--- config.mk ---
export PLATFORM = sky130hd
export DESIGN_NAME = reg_file_sp
export DESIGN_NICKNAME = d
export VERILOG_FILES = /design/src/rtl/reg_file_sp_pkg.sv /design/src/rtl/reg_file_sp_read_port.sv /design/src/rtl/reg_file_sp.sv
export SDC_FILE = /design/constraint.sdc
export NUM_CORES = 1
export LEC_CHECK = 0
export BUFFER_PORTS_ARGS = -buffer_cell sky130_fd_sc_hd__buf_4
export CORE_MARGIN = 2
export CORE_UTILIZATION = 52
export CTS_CLUSTER_SIZE = 8
export DETAILED_ROUTE_END_ITERATION = 12
export MAX_ROUTING_LAYER = met4
export PLACE_DENSITY = 0.84
export SYNTH_ARGS = -nofsm -noshare
export SYNTH_HDL_FRONTEND = slang
export SYNTH_SLANG_ARGS = --single-unit
--- constraint.sdc ---
create_clock -name clk -period 1.2 [get_ports clk]
set_input_delay 0 -clock clk [delete_from_list [all_inputs] [get_ports clk]]
set_output_delay 0 -clock clk [all_outputs]
set_load 0.02 [all_outputs]
--- src/rtl/reg_file_sp_pkg.sv ---
// Shared constants and types for the reg_file_sp register file and its read ports.
package reg_file_sp_pkg;

  localparam int DATA_W   = 8;
  localparam int NUM_REGS = 4;
  localparam int ADDR_W   = 2;

  localparam logic [ADDR_W-1:0] REG_SP   = 2'd3;
  localparam logic [DATA_W-1:0] SP_RESET = 8'hFF;

  // Bit positions inside the write-back enable bus
  localparam int WEN_DATA = 0;
  localparam int WEN_SP   = 1;

  typedef logic [NUM_REGS-1:0][DATA_W-1:0] reg_array_t;

  function automatic reg_array_t reset_regs();
    reg_array_t r;
    r         = '0;
    r[REG_SP] = SP_RESET;
    return r;
  endfunction

endpackage

--- src/rtl/reg_file_sp_read_port.sv ---
// One decode read port: address decode into the register view and the ID/EX output
// register with flush-over-stall priority.
module reg_read_port
  import reg_file_sp_pkg::*;
(
  input  logic              clk,
  input  logic              rst_n,
  input  logic [ADDR_W-1:0] rd_addr,
  input  reg_array_t        regs,
  input  logic              id_stall,
  input  logic              id_flush,
  output logic [DATA_W-1:0] rd_data
);

  logic [DATA_W-1:0] rd_data_q;
  logic [DATA_W-1:0] rd_data_d;

  always_comb begin
    rd_data_d = regs[rd_addr];
    if (id_flush) begin
      rd_data_d = '0;
    end else if (id_stall) begin
      rd_data_d = rd_data_q;
    end
  end

  always_ff @(posedge clk) begin
    if (!rst_n) begin
      rd_data_q <= '0;
    end else begin
      rd_data_q <= rd_data_d;
    end
  end

  assign rd_data = rd_data_q;

endmodule

--- src/rtl/reg_file_sp.sv ---
// 4x8 register file with R3 as stack pointer, dedicated SP update port and two
// registered read ports. Define REGFILE_BYPASS_EN to forward same-cycle writes to reads.
module reg_file_sp
  import reg_file_sp_pkg::*;
(
  input  logic              clk,
  input  logic              rst_n,
  input  logic [1:0]        reg_file_wenWB,
  input  logic              sp_mux_sWB_out,
  input  logic [ADDR_W-1:0] wb_addr,
  input  logic [DATA_W-1:0] WB_data,
  input  logic [DATA_W-1:0] sp_next,
  input  logic [ADDR_W-1:0] ra_addr,
  input  logic [ADDR_W-1:0] rb_addr,
  input  logic              id_stall,
  input  logic              id_flush,
  output logic [DATA_W-1:0] ra_data,
  output logic [DATA_W-1:0] rb_data,
  output logic [DATA_W-1:0] sp_out,
  output logic              sp_conflict
);

  reg_array_t regs_q;
  reg_array_t regs_d;
  reg_array_t rd_src;
  logic       data_we;
  logic       sp_we;
  logic       sp_conflict_q;
  logic       sp_conflict_d;

  // Data write is applied last so it overrides the SP port on a collision at R3
  always_comb begin
    data_we = reg_file_wenWB[WEN_DATA];
    sp_we   = reg_file_wenWB[WEN_SP] && sp_mux_sWB_out;
    regs_d  = regs_q;
    if (sp_we) begin
      regs_d[REG_SP] = sp_next;
    end
    if (data_we) begin
      regs_d[wb_addr] = WB_data;
    end
    sp_conflict_d = data_we && sp_we && (wb_addr == REG_SP);
  end

  always_ff @(posedge clk) begin
    if (!rst_n) begin
      regs_q        <= reset_regs();
      sp_conflict_q <= 1'b0;
    end else begin
      regs_q        <= regs_d;
      sp_conflict_q <= sp_conflict_d;
    end
  end

`ifdef REGFILE_BYPASS_EN
  // Post-write view already carries the collision resolution, so reads agree with the array
  assign rd_src = regs_d;
`else
  assign rd_src = regs_q;
`endif

  reg_read_port u_port_a (
    .clk     (clk),
    .rst_n   (rst_n),
    .rd_addr (ra_addr),
    .regs    (rd_src),
    .id_stall(id_stall),
    .id_flush(id_flush),
    .rd_data (ra_data)
  );

  reg_read_port u_port_b (
    .clk     (clk),
    .rst_n   (rst_n),
    .rd_addr (rb_addr),
    .regs    (rd_src),
    .id_stall(id_stall),
    .id_flush(id_flush),
    .rd_data (rb_data)
  );

  assign sp_out      = regs_q[REG_SP];
  assign sp_conflict = sp_conflict_q;

endmodule

Yosys cells after proc, flatten, opt, wreduce, memory -nomap -nowiden

Index checks and enable logic that the tools add are counted.

Output and inout port bits: 25
Bits of input ports: 29
Flip-flop bits (word level): 49

Reductions and logical operators: 5
Magnitude comparators: 4
Bitwise gates (word level): 1
Equal/unequal tests: 1
Muxes and demuxes: 9

Operator list:

| kind                 | count |
|---|---|
| $bmux W8 S2          | 2 |
| $bwmux W32           | 1 |
| $mux W32             | 1 |
| $mux W8              | 4 |
| $demux W8 S2         | 1 |
| $lt A2 B3 Y1 const B | 3 |
| $logic_and A1 B1 Y1  | 4 |
| $eq A2 B2 Y1 const B | 1 |
| $ge A2 B1 Y1 const B | 1 |
| $reduce_or A2 Y1     | 1 |
| $not A1 Y1           | 1 |

Logic depth before layout (Yosys ltp)

Depth in word-level cells: 6
Mapped depth: 4

Hierarchy

From an unflattened synthesis, not the netlist that was laid out.

Cells, all modules: 232
Area total of the unflattened synthesis: 2278.4 sq um

Modules (own cells, without submodules):

| module        | times used | cells each | seq. area each (sq um) | area an instance (sq um) |
|---|---|---|---|---|
| reg_file_sp   | 1          | 136        | 660.6                  | 1272.5 |
| reg_read_port | 2          | 48         | 160.2                  | 503.0 |

Least setup slack after synthesis

OpenSTA, ideal clock, no wires.

Path kind: reg-to-reg
Start point: register regs_q, in the netlist sp_out[6]
End point: register u_port_a.rd_data_q[6], in the netlist u_port_a.rd_data[6]
Arrival: 0.975 ns
Path slack: 0.109 ns
Data required time: 1.083 ns
Stages on the path, launching flop included: 3
Clock period less this slack: 1.091 ns
Cell sequence: dfxtp_1 mux4_2 a22o_1

Cells in the longest elaborated chain, start to end: 2

RTL lines:

| what                          | line                        | text |
|---|---|---|
| from (decl)                   | reg_file_sp.sv:23           | `reg_array_t regs_q;` |
| from (signal assigned)        | reg_file_sp.sv:47           | `regs_q <= reset_regs();` |
| from (signal assigned)        | reg_file_sp.sv:50           | `regs_q <= regs_d;` |
| $bmux W8 S2                   | reg_file_sp_read_port.sv:19 | `rd_data_d = regs[rd_addr];` |
| $mux W8 (not written as such) | reg_file_sp_read_port.sv:19 |  |
| to (signal assigned)          | reg_file_sp_read_port.sv:31 | `rd_data_q <= rd_data_d;` |
| to (decl)                     | reg_file_sp_read_port.sv:15 | `logic [DATA_W-1:0] rd_data_q;` |

No other way between the ends. The select of a mux whose other input is x is not followed.
A chain may end at the register's enable or synchronous reset.

Worst setup path after layout

Same ends and word-level chain as after synthesis.

==> flow_summary.ini <==
[worst_setup_path]
start_kind = register
r2r-start = sp_out[6]
r2r_end = u_port_a.rd_data[6]
end_kind = register
crit_fanout = 4
critical_path_arrival_ps = 1350
path_class = reg2reg
ff2ff_path_depth = 2
required_ps = 1390
r2r_slack_ps = 40

[die]
die_w_um = 68.7
start_util = 0.541
ios = 54
die_area_um2 = 4720
die_y_um = 68.7
core_area_um2 = 4030
floorplan.rows = 23

[yosys]
yosys_warnings = 0
synthMuxAreaShare = 0.283
synth_top_area_frac = 0.450
syn-mean-instance-area_um2 = 11.3
synthesis.nets = 221
synth-seq-area-share = 0.450
synth_seq_cells = 49
ys_types = 19
synthAdderAreaFrac = 0
netlist_area_um2 = 2180
synth_most_common_cell = dfxtp_1
synthCells = 192
synth_largest_area_cell = dfxtp_1
synth_top_family_by_area = multiplexers
synth_ff_type = dfxtp_1
synthSimpleGateAreaFrac = 0.115
netlist_top_cells_area = dfxtp_1 (45%), mux4_2 (12%), mux2i_1 (11%), a22o_1 (6.4%), nor2_1 (5.7%)
async_flop_share = 0
synth_edf_count = 0
synth_compound_area_frac = 0.0902
synthTopCellsByCount = dfxtp_1 (49), nor2_1 (33), mux2i_1 (24), nand2_1 (17), a22o_1 (16)
synthXorXnorAreaFrac = 0

[global_route]
grt_use_total = 0.234
grt_max_degree = 26
antenna_found_initial = 0
grt-ovfl-total = 0
grt_pass1_vias = 1578
grt_pass1_wl_um = 7740

[worst_hold_path]
hp-start = sp_mux_sWB_out
hp-class = in2reg
hold_end = sp_conflict
holdPathStages = 3

[timing]
final.period_utilization = 0.970
setup_ws_ps = 35.4
max_freq_ghz = 0.859
rsz0062_at_grt = false
fin_setup_tns_ps = 0
min_period_ps = 1160
finalHoldViolations = 0
finalSetupViolations = 0
skew_ps = 2.25
drv_slew = 0
max_slew_margin = 0.412
worstMarginPinSlew_ps = 877

[clocking]
cts_tree = done
clk_pin_slew_ps = 80
h-tree-depth = 2
cts_buffers = 5
clkSinkCount = 49
clockRootBuffer = clkbuf_8
clk_latency_ps = 290
cts_buffer_depth = 2
post_cts.repair.setup_buffers = 0

[power]
power.density_nw_per_um2 = 1140
total_power_uw = 3180
worst_ir_drop_vdd_mv = 0.771
cellLeakagePower_uw = 0.00128

[routing]
dr.pass1.iters = 4
drc = 0
via_per_inst = 5.52
num_vias = 1678
drt-initial-drc-count = 104
wirelength_um = 4880
ant_nets = 0
post_drt_wl_per_cell_um = 16.0

[outcome]
status = completed

[placement]
portBuffers = 53
routabilityCongestion = 0.749
place_ws_ps = 35.2

[layout]
fillers = 332
area_growth_pct = 28.0
finish.utilization = 0.692
antenna_cells = 0
nNetsFinal = 282
drive_gt1_frac = 0.311

[job]
cap_violations = 0
-- kinds of logic after synthesis --
kind of cell           Yosys count
and+or+nand+nor                 57
muxes                           40
AOI/OAI and AO/OA               25
buffers and inverters           21
DFF                             49
-- power breakdown --
group / internal (uW) / leakage [uW] / total [uW] / switching [uW]
sequential: 1690 / 0.000399 / 1740 / 55.6
combinational: 282 / 0.000839 / 521 / 238
clock: 415 / 0.0000395 / 910 / 495
-- critical path, cell delays in order, from the launching register on --
cell	delay [ps]
dfxtp_2	350
mux4_2	470
a22o_1	240
-- area by class of cell --
cell class              instances  area, um^2  area share
repair buffers                 74         596       0.214
flip-flops and latches         49         982       0.352
clock buffers                   8        80.1      0.0287
multi-input cells             122        1060       0.382
well taps                      50        62.6      0.0224
inverters                       1        3.75     0.00135
-- metal layers --
layer / global-route usage / vias to the layer above / share of wire
li1: - / 814 / -
met2: 0.335 / 58 / 0.47
met5: - / - / 0
met1: 0.324 / 802 / 0.46
met3: 0.0568 / 4 / 0.056
met4: 0.0809 / 0 / 0.010
-- worst max-delay path by stage --
stage	start	to	depth (start not counted)
finish	sp_out[6]	u_port_a.rd_data[6]	2
global route	sp_out[6]	u_port_a.rd_data[6]	2
CTS	sp_out[6]	u_port_a.rd_data[6]	2
detailed placement	sp_out[6]	u_port_a.rd_data[6]	2
global placement	sp_out[6]	u_port_a.rd_data[6]	2
floorplan	sp_out[6]	u_port_a.rd_data[6]	2
-- repair_timing --
action,in CTS,in global routing
setup endpoints to repair,0,1
hold buffers,16,0
hold endpoints to repair,31,0
gates resized for setup,0,1
-- stage by stage --
stage / hold WS [ps] / instances / area (um^2)
floorplan: 144 / 192 / 2180
global placement: 265 / 280 / 2550
detailed placement: 273 / 280 / 2550
CTS: 133 / 304 / 2790
global route: 135 / 304 / 2790
finish: 132 / 304 / 2790
-- cell usage in the layout (no fill, tap or decap) --
master,count
nor3_2,1
nand4_1,1
nor2_1,33
mux2i_1,24
nand3b_1,2
nor3b_4,1
inv_2,1
dfxtp_2,1
clkbuf_1,3
nand2_1,17
and2_1,1
dfxtp_1,48
a31oi_1,9
clkbuf_8,5
mux4_1,4
a22o_1,16
nor3b_1,1
buf_4,58
dlygate4sd3_1,16
mux4_2,12
(Power assumes the default switching activity.)
